### src/rtl/nibble_serial_add_ctrl.sv
// rtl/nibble_serial_add_ctrl.sv - two-requester WIDTH-bit adder built on one shared 4-bit slice
// Operations run LSB nibble first, one nibble per clock, with a registered inter-nibble carry.

module nibble_add_slice (
  input  logic [3:0] a,
  input  logic [3:0] b,
  input  logic       ci,
  output logic [3:0] s,
  output logic       co
);
  assign {co, s} = {1'b0, a} + {1'b0, b} + {4'b0000, ci};
endmodule

module nibble_serial_add_ctrl #(
  parameter int WIDTH = 16
) (
  input  logic             clk,
  input  logic             rst_n,
  input  logic             req0_valid,
  output logic             req0_ready,
  input  logic [WIDTH-1:0] req0_a,
  input  logic [WIDTH-1:0] req0_b,
  input  logic             req0_cin,
  input  logic             req1_valid,
  output logic             req1_ready,
  input  logic [WIDTH-1:0] req1_a,
  input  logic [WIDTH-1:0] req1_b,
  input  logic             req1_cin,
  output logic             res_valid,
  input  logic             res_ready,
  output logic [WIDTH-1:0] res_sum,
  output logic             res_cout,
  output logic             res_id
);
  localparam int NIBBLES = WIDTH / 4;
  localparam int CNT_W   = (NIBBLES > 1) ? $clog2(NIBBLES) : 1;
  localparam logic [CNT_W-1:0] CNT_LAST = CNT_W'(NIBBLES - 1);

  typedef enum logic [1:0] {IDLE, RUN, DONE} state_t;

  state_t           state;
  logic [WIDTH-1:0] a_q;
  logic [WIDTH-1:0] b_q;
  logic             cin_q;
  logic             carry_q;
  logic             last_grant;
  logic [CNT_W-1:0] cnt;

  logic             grant_any;
  logic             grant_id;
  logic [3:0]       slice_a;
  logic [3:0]       slice_b;
  logic [3:0]       slice_s;
  logic             slice_ci;
  logic             slice_co;

  // Round-robin: on a tie the requester that did not win last time is served.
  always_comb begin
    grant_any = 1'b0;
    grant_id  = 1'b0;
    if (state == IDLE) begin
      if (req0_valid && req1_valid) begin
        grant_any = 1'b1;
        grant_id  = ~last_grant;
      end else if (req0_valid) begin
        grant_any = 1'b1;
        grant_id  = 1'b0;
      end else if (req1_valid) begin
        grant_any = 1'b1;
        grant_id  = 1'b1;
      end
    end
  end

  assign req0_ready = grant_any & ~grant_id;
  assign req1_ready = grant_any & grant_id;

  assign slice_a  = 4'(a_q >> {cnt, 2'b00});
  assign slice_b  = 4'(b_q >> {cnt, 2'b00});
  assign slice_ci = (cnt == '0) ? cin_q : carry_q;

  nibble_add_slice u_slice (
    .a  (slice_a),
    .b  (slice_b),
    .ci (slice_ci),
    .s  (slice_s),
    .co (slice_co)
  );

  always_ff @(posedge clk) begin
    if (!rst_n) begin
      state      <= IDLE;
      res_valid  <= 1'b0;
      res_sum    <= '0;
      res_cout   <= 1'b0;
      res_id     <= 1'b0;
      cnt        <= '0;
      carry_q    <= 1'b0;
      last_grant <= 1'b1;
      a_q        <= '0;
      b_q        <= '0;
      cin_q      <= 1'b0;
    end else begin
      case (state)
        IDLE: begin
          if (grant_any) begin
            a_q        <= grant_id ? req1_a : req0_a;
            b_q        <= grant_id ? req1_b : req0_b;
            cin_q      <= grant_id ? req1_cin : req0_cin;
            res_id     <= grant_id;
            last_grant <= grant_id;
            cnt        <= '0;
            state      <= RUN;
          end
        end
        RUN: begin
          res_sum[{cnt, 2'b00} +: 4] <= slice_s;
          carry_q                    <= slice_co;
          if (cnt == CNT_LAST) begin
            res_cout  <= slice_co;
            res_valid <= 1'b1;
            cnt       <= '0;
            state     <= DONE;
          end else begin
            cnt <= cnt + 1'b1;
          end
        end
        DONE: begin
          if (res_ready) begin
            res_valid <= 1'b0;
            state     <= IDLE;
          end
        end
        default: state <= IDLE;
      endcase
    end
  end
endmodule

### config.mk
export PLATFORM = sky130hd
export DESIGN_NAME = nibble_serial_add_ctrl
export DESIGN_NICKNAME = d
export VERILOG_FILES = /design/src/rtl/nibble_serial_add_ctrl.sv
export SDC_FILE = /design/constraint.sdc
export NUM_CORES = 1
export LEC_CHECK = 0
export ABC_CLOCK_PERIOD_IN_PS = 2800
export BUFFER_PORTS_ARGS = -buffer_cell sky130_fd_sc_hd__buf_4
export CAP_MARGIN = 20
export CORE_MARGIN = 4
export CORE_UTILIZATION = 39
export CTS_BUF_LIST = sky130_fd_sc_hd__clkbuf_8
export DETAILED_ROUTE_END_ITERATION = 8
export PLACE_DENSITY = 0.62
export SLEW_MARGIN = 20
export SYNTH_ARGS = -nofsm -noshare
export SYNTH_HDL_FRONTEND = slang
export SYNTH_HIERARCHICAL = 1
export SYNTH_SLANG_ARGS = --single-unit
### constraint.sdc
create_clock -name clk -period 2.8 [get_ports clk]
set_input_delay 0.28 -clock clk [delete_from_list [all_inputs] [get_ports clk]]
set_output_delay 0.28 -clock clk [all_outputs]
set_load 0.01 [all_outputs]
==> results of run 1 <==
[power groups by stage]
stage,registers (W),clock network (W),logic [W]
floorplan,0.000926,0,0.000352
global placement,0.000941,0,0.000515
detailed placement,0.000940,0,0.000518
CTS,0.000923,0.000720,0.000519
global route,0.000928,0.000763,0.000576
finish,0.000923,0.000704,0.000524
[worst max path at each step]
stage	startpoint	endpoint	slack, ps
CTS	cnt[0]	res_sum[6]	140
floorplan	cnt[0]	res_sum[5]	180
global route	cnt[0]	res_sum[5]	130
global placement	cnt[0]	res_sum[5]	250
detailed placement	cnt[0]	res_sum[6]	150
finish	cnt[0]	res_sum[7]	300
[cell type report]
class	count	area, um^2
Fill cell	855	4370
Multi-Input combinational cell	247	2130
Sequential cell	58	1160
Timing Repair Buffer	100	763
Clock buffer	12	165
Tap cell	108	135
Inverter	7	26.3
Clock inverter	4	17.5
[critical path, stage by stage (launching register included)]
cell and delay (ps):
dfxtp_2 450, buf_4 240, mux4_2 540, ha_1 310
a21o_1 190, a21oi_2 140, xnor2_1 240, nand4_1 140
a21boi_0 180
[cells by family after synthesis]
logic type | after synthesis
AND/OR/NAND/NOR | 127
flip-flops | 58
multiplexers | 9
adder cells (fa/ha/maj) | 11
AO/OA/AOI/OAI | 98
buffers and inverters | 52
XOR/XNOR | 2
[metrics by stage]
stage	cell area [um^2]	cells	hold WS, ps	utilization	setup slack [ps]
floorplan	3540	357	441	-	184
global route	4400	536	313	0.502	130
finish	4400	536	310	0.502	304
CTS	4390	536	290	0.501	137
detailed placement	4200	520	458	0.480	150
global placement	4200	520	456	0.480	246
[routing by layer]
metal | track usage | vias up | routed length, um
met5 | 0 | - | 0
met4 | 0.0707 | 0 | 71
met3 | 0.0516 | 4 | 552
met2 | 0.279 | 104 | 4620
met1 | 0.268 | 1513 | 4490
li1 | - | 1548 | -
[flip-flops by register name, summed over array words and instances, names as in the netlist, 2 cells and up]
name	flops
a_q	16
b_q	16
res_sum	16
cnt	2
state	2
[layout by cell type, fill, tap and decap left out, types with 2 or more instances in the layout]
cell type	count
and3b_1	2
nor2b_1	13
o21ai_0	4
or2_2	2
nand2_1	13
nor2_1	2
and2_1	2
nand2b_1	3
clkinv_2	2
a2111oi_1	16
buf_4	99
a2111oi_2	16
fa_1	2
inv_1	9
mux4_2	8
a21boi_0	13
dfxtp_1	57
clkbuf_8	12
a21oi_1	34
a32oi_1	8
o211ai_1	2
ha_1	9
nor4b_1	67
nand3b_1	4
nand4_1	4
nor3b_1	2
nand3_1	7
[repair_timing]
item	in CTS	in global routing
setup endpoints to repair	0	7
hold buffers	0	0
resized for setup	0	2
setup buffers	0	0
==> out/results.tsv, run 1 <==
stage	metric	value	unit
run_status	status	finished clean	
cts	Num CTS Buffers	9	
grt	antenna violations before repair	0	
grt	pin count of the biggest net entering global routing	70	
cts	clock sink count	58	
pwr	Clk pwr share	0.327	
grt	gr usage total	0.190	
route	DRT Pass-1 Iters	4	
timing	Max Fclk	0.401	GHz
timing	clk_skew	8.15	ps
cts	worst skew pair latency	330	ps
floorplanning	total die area	10700	um^2
logic_synthesis	Syn Area/Cell	9.91	um^2
pwr	Pwr Density	489	nW/um^2
logic_synthesis	most frequent cell after synthesis	nor4b_1	
logic_synthesis	Yosys reg bits	58	
logic_synthesis	EDFF count, synth	0	
final_layout	layout cells sized above 1	0.343	
logic_synthesis	adder-cell area share of the yosys netlist	0.0432	
place	Final GP Congestion	0.842	
pwr	Internal	0.00151	W
hold_path	worst hold path depth	4	
place	I/O Buffers	91	
final_layout	nets	505	
pwr	LEAKAGE	1.57	nW
final_layout	Ant. Diodes	0	
worst_setup_path	Worst EP arrival	2760	ps
logic_synthesis	Synth top cells by count	nor4b_1, dfxtp_1, a21oi_1	
floorplanning	core area	8760	um^2
worst_setup_path	worst reg2reg setup slack	300	ps
timing	unrepaired setup endpoints after global routing	false	
route	DRT iter0 DRCs	183	
hold_path	Worst Hold Path EP	state[1]	
logic_synthesis	Area contributors post-synth	dfxtp_1, nor4b_1, a2111oi_2	
pwr	Flop pwr share	0.429	
place	Post-DP HPWL	6820	um
logic_synthesis	prevailing post-synth register cell	dfxtp_1	
worst_setup_path	Crit. End Element	register	
hold_path	hold wc startpoint	res_ready	
pwr	Comb power frac	0.244	
logic_synthesis	area leader, netlist	dfxtp_1	
hold_path	Hold/Removal Path Class	in2reg	
cts	H-Tree Depth	3	
floorplanning	die height	103	um
logic_synthesis	Synth Area in Compound Gates	0.230	
logic_synthesis	Synth Area in Simple Gates	0.264	
floorplanning	Initial Util	0.404	
cts	CTS tree	done	
worst_setup_path	FF-to-FF path depth	8	
route	post-route ant nets	0	
route	routed length per placed instance	18.2	um
route	Via Count	3169	
logic_synthesis	Seq/Total Area, Yosys	0.328	
logic_synthesis	synthesized instance count	357	
pwr	total power draw	0.00215	W
cts	Clock transition at path regs	70	ps
timing	Tcrit/Tclk final	0.891	
route	Post-Route WL	9740	um
logic_synthesis	syn_nets	439	
logic_synthesis	Cell variety after synth	42	
final_layout	Area Growth Syn to Fin	24.3	%
worst_setup_path	RR Endpoint	res_sum[7]	
run	number of max-cap violations	0	
logic_synthesis	post-synthesis xor/xnor area fraction	0.00495	
grt	first-pass GRT wire length	15800	um
cts	clock buffer depth	2	
worst_setup_path	CP Max Fanout	10	
logic_synthesis	largest family of logic cells by synthesized area	simple AND/OR/NAND/NOR gates	
pwr	worst vdd ir	0.217	mV
grt	vias in the first global route	3109	
logic_synthesis	YS warnings	6	
grt	grt total ovfl	0	
timing	worst-margin pin slew	704	ps
timing	setup TNS	0	ps
timing	fin crit period	2500	ps
timing	final hold viol count	0	
logic_synthesis	post-synth top area share	0.328	
cts	clk root buf	clkbuf_8	
logic_synthesis	multiplexer share of the synthesized area	0.0541	
floorplanning	I/O pins	92	
timing	Slew Limit Headroom	0.531	
logic_synthesis	synthesized area	3540	um^2
worst_setup_path	worst path required time	3060	ps
worst_setup_path	CP startpoint kind	register	
worst_setup_path	origin of the critical flop-to-flop path	cnt[0]	
logic_synthesis	Async SR Flop Fraction	0	
pwr	Switching Share	0.296	
timing	Slew Viols, Final	0	
pwr	Psw	0.000637	W
timing	Setup-failing EPs final	0	
route	vias per cell	5.91	
route	Post-route DRC	0	
worst_setup_path	Setup CP Type	reg2reg	
floorplanning	Horiz. Die Dim	103	um
floorplanning	num rows	34	
(Power assumes the default switching activity.)
==> run 2: changes to the inputs <==
==> constraint.sdc (replaced) <==
create_clock -name clk -period 2.8 [get_ports clk]
set_input_delay 0.14 -clock clk [delete_from_list [all_inputs] [get_ports clk]]
set_output_delay 0.14 -clock clk [all_outputs]
set_load 0.01 [all_outputs]
==> run 2 against run 1 <==
  * Core utilization grew 0.071 points
  * Via count shrank 0.32%
  * Combinational power shrank 3%
  * Final cell count shrank 0.37%
  * First-iteration DRC count grew 3.8%
  * Sequential power grew 0.5%
  * Clock power grew 12%
  * Critical path depth grew 1
  * Critical endpoint is now res_sum[9]
  * Largest power group unchanged
  * Highest routed layer unchanged
==> out/results.tsv, run 2 (synthesized netlist as in run 1, its figures left out) <==
stage	metric	value	unit	change
hold_path	hold wc startpoint	res_ready		
floorplanning	I/O pins	92		unchanged
place	Post-DP HPWL	6590	um	-3.3%
worst_setup_path	worst path required time	3060	ps	about the same
worst_setup_path	critical path startpoint	cnt[0]		
cts	clock sink count	58		unchanged
route	DRT Pass-1 Iters	4		unchanged
timing	fin crit period	2480	ps	-11.6 ps
grt	vias in the first global route	3108		-0.032%
floorplanning	total die area	10700	um^2	unchanged
final_layout	layout cells sized above 1	0.340		-0.00308
route	vias per cell	5.92		about the same
timing	setup TNS	0	ps	unchanged
worst_setup_path	origin of the critical flop-to-flop path	cnt[0]		
worst_setup_path	CP Cell Sequence	inv_1 -> ha_1 -> mux2_2 -> fa_1 -> inv_1 -> fa_1 -> inv_1 -> nand3_1 -> a21boi_0		
grt	antenna violations before repair	0		unchanged
worst_setup_path	Setup CP Type	reg2reg		
grt	grt total ovfl	0		unchanged
route	post-route ant nets	0		unchanged
worst_setup_path	Crit path max-delay family	adder cells		
route	Post-Route WL	9570	um	-1.7%
worst_setup_path	max incr delay on CP	440	ps	-100 ps
worst_setup_path	Buf/Inv on CP	3		+2
grt	first-pass GRT wire length	15900	um	+0.66%
timing	Slew Viols, Final	0		unchanged
grt	pin count of the biggest net entering global routing	72		+2.9%
cts	clk root buf	clkbuf_8		
pwr	Pwr Density	506	nW/um^2	+3.4%
timing	unrepaired setup endpoints after global routing	false		
timing	Slew Limit Headroom	0.538		+0.00778
worst_setup_path	CP startpoint kind	register		
timing	Tcrit/Tclk final	0.887		-0.00413
timing	Max Fclk	0.403	GHz	+0.47%
floorplanning	Horiz. Die Dim	103	um	unchanged
grt	gr usage total	0.193		+0.00255
place	Final GP Congestion	0.794		-5.7%
worst_setup_path	highest-delay cell along the critical path	dfxtp_2		
timing	Setup-failing EPs final	0		unchanged
floorplanning	Initial Util	0.404		unchanged
cts	Num CTS Buffers	9		unchanged
worst_setup_path	Worst EP arrival	2740	ps	-20 ps
final_layout	nets	504		-0.20%
final_layout	Area Growth Syn to Fin	24.4	%	
final_layout	Non-Filler Instances	534		-0.37%
floorplanning	die height	103	um	unchanged
timing	final hold viol count	0		unchanged
final_layout	Layout fillers	824		-3.6%
cts	H-Tree Depth	3		unchanged
final_layout	Ant. Diodes	0		unchanged
worst_setup_path	CP Max Fanout	10		unchanged
final_layout	commonest cells after routing, fill and taps aside	buf_4, nor4b_1, dfxtp_1, a21oi_1		
cts	worst skew pair latency	340	ps	about the same
cts	hold-fix buffer count after cts	0		unchanged
place	I/O Buffers	91		unchanged
final_layout	commonest non-fill, non-tap cell in the layout	buf_4		
cts	Clock transition at path regs	60	ps	about the same
cts	CTS tree	done		
worst_setup_path	Crit. End Element	register		
worst_setup_path	crit-path most repeated cell	inv_1		
route	Post-route DRC	0		unchanged
final_layout	largest registers	a_q (16), b_q (16), res_sum (16)		
timing	worst-margin pin slew	692	ps	-11.7 ps
place	Post-Place Cells	519		-0.19%
run	number of max-cap violations	0		unchanged
hold_path	Hold/Removal Path Class	in2reg		
floorplanning	core area	8760	um^2	unchanged
run_status	status	finished clean		
pwr	LEAKAGE	1.56	nW	-0.46%
route	Via Count	3159		-0.32%
cts	clock buffer depth	2		unchanged
route	DRT iter0 DRCs	190		+3.8%
pwr	worst vdd ir	0.233	mV	+7.3%
floorplanning	num rows	34		unchanged
route	routed length per placed instance	17.9	um	-1.3%
timing	clk_skew	5.61	ps	-2.54 ps
[run 2: routing by layer]
metal	share of wire	track usage	up-vias
met5	0	0	-
met4	0.021	0.0727	0
met3	0.063	0.0530	17
met2	0.44	0.287	103
met1	0.48	0.267	1482
li1	-	-	1557
[run 2: what timing repair did]
| item | CTS | global route |
|---|---|---|
| gates resized for setup | 0 | 1 |
| endpoints found under the setup margin | 0 | 3 |
| buffers inserted | 0 | 0 |
[run 2: metrics by stage]
step           hold slack, ps  area [um^2]  power (W)  utilization  setup WS [ps]
3_3_place_gp              455         4200    0.00146        0.479            256
6_report                  168         4400    0.00223        0.502            316
4_1_cts                   158         4400    0.00225        0.502            140
3_5_place_dp              462         4200    0.00146        0.479            154
2_1_floorplan             387         3540    0.00128            -            184
5_1_grt                   208         4400    0.00235        0.502           93.7
[run 2: final timing paths]
path	cells after the start	slack (ps)	to
worst min-delay path	4	170	state[1]
worst max-delay path	9	320	res_sum[9]
worst min register to register	2	460	res_sum[4]
worst max register to register	9	320	res_sum[9]
[run 2: worst min-delay path, stage by stage]
cell,delay [ps]
buf_4,80
nor2_1,30
a22oi_1,140
nor2b_1,60
[run 2: layout make-up]
class	count	area [um^2]	area share
Clock buffer	12	165	0.0375
Clock inverter	3	38.8	0.00881
Inverter	7	26.3	0.00597
Multi-Input combinational cell	247	2120	0.481
Sequential cell	58	1160	0.264
Tap cell	108	135	0.0307
Timing Repair Buffer	99	756	0.172
[run 2: power by group]
part,switching [W],internal (W)
sequential,0.0000452,0.000883
combinational,0.000268,0.000241
clock,0.000315,0.000474
total,0.000629,0.00160
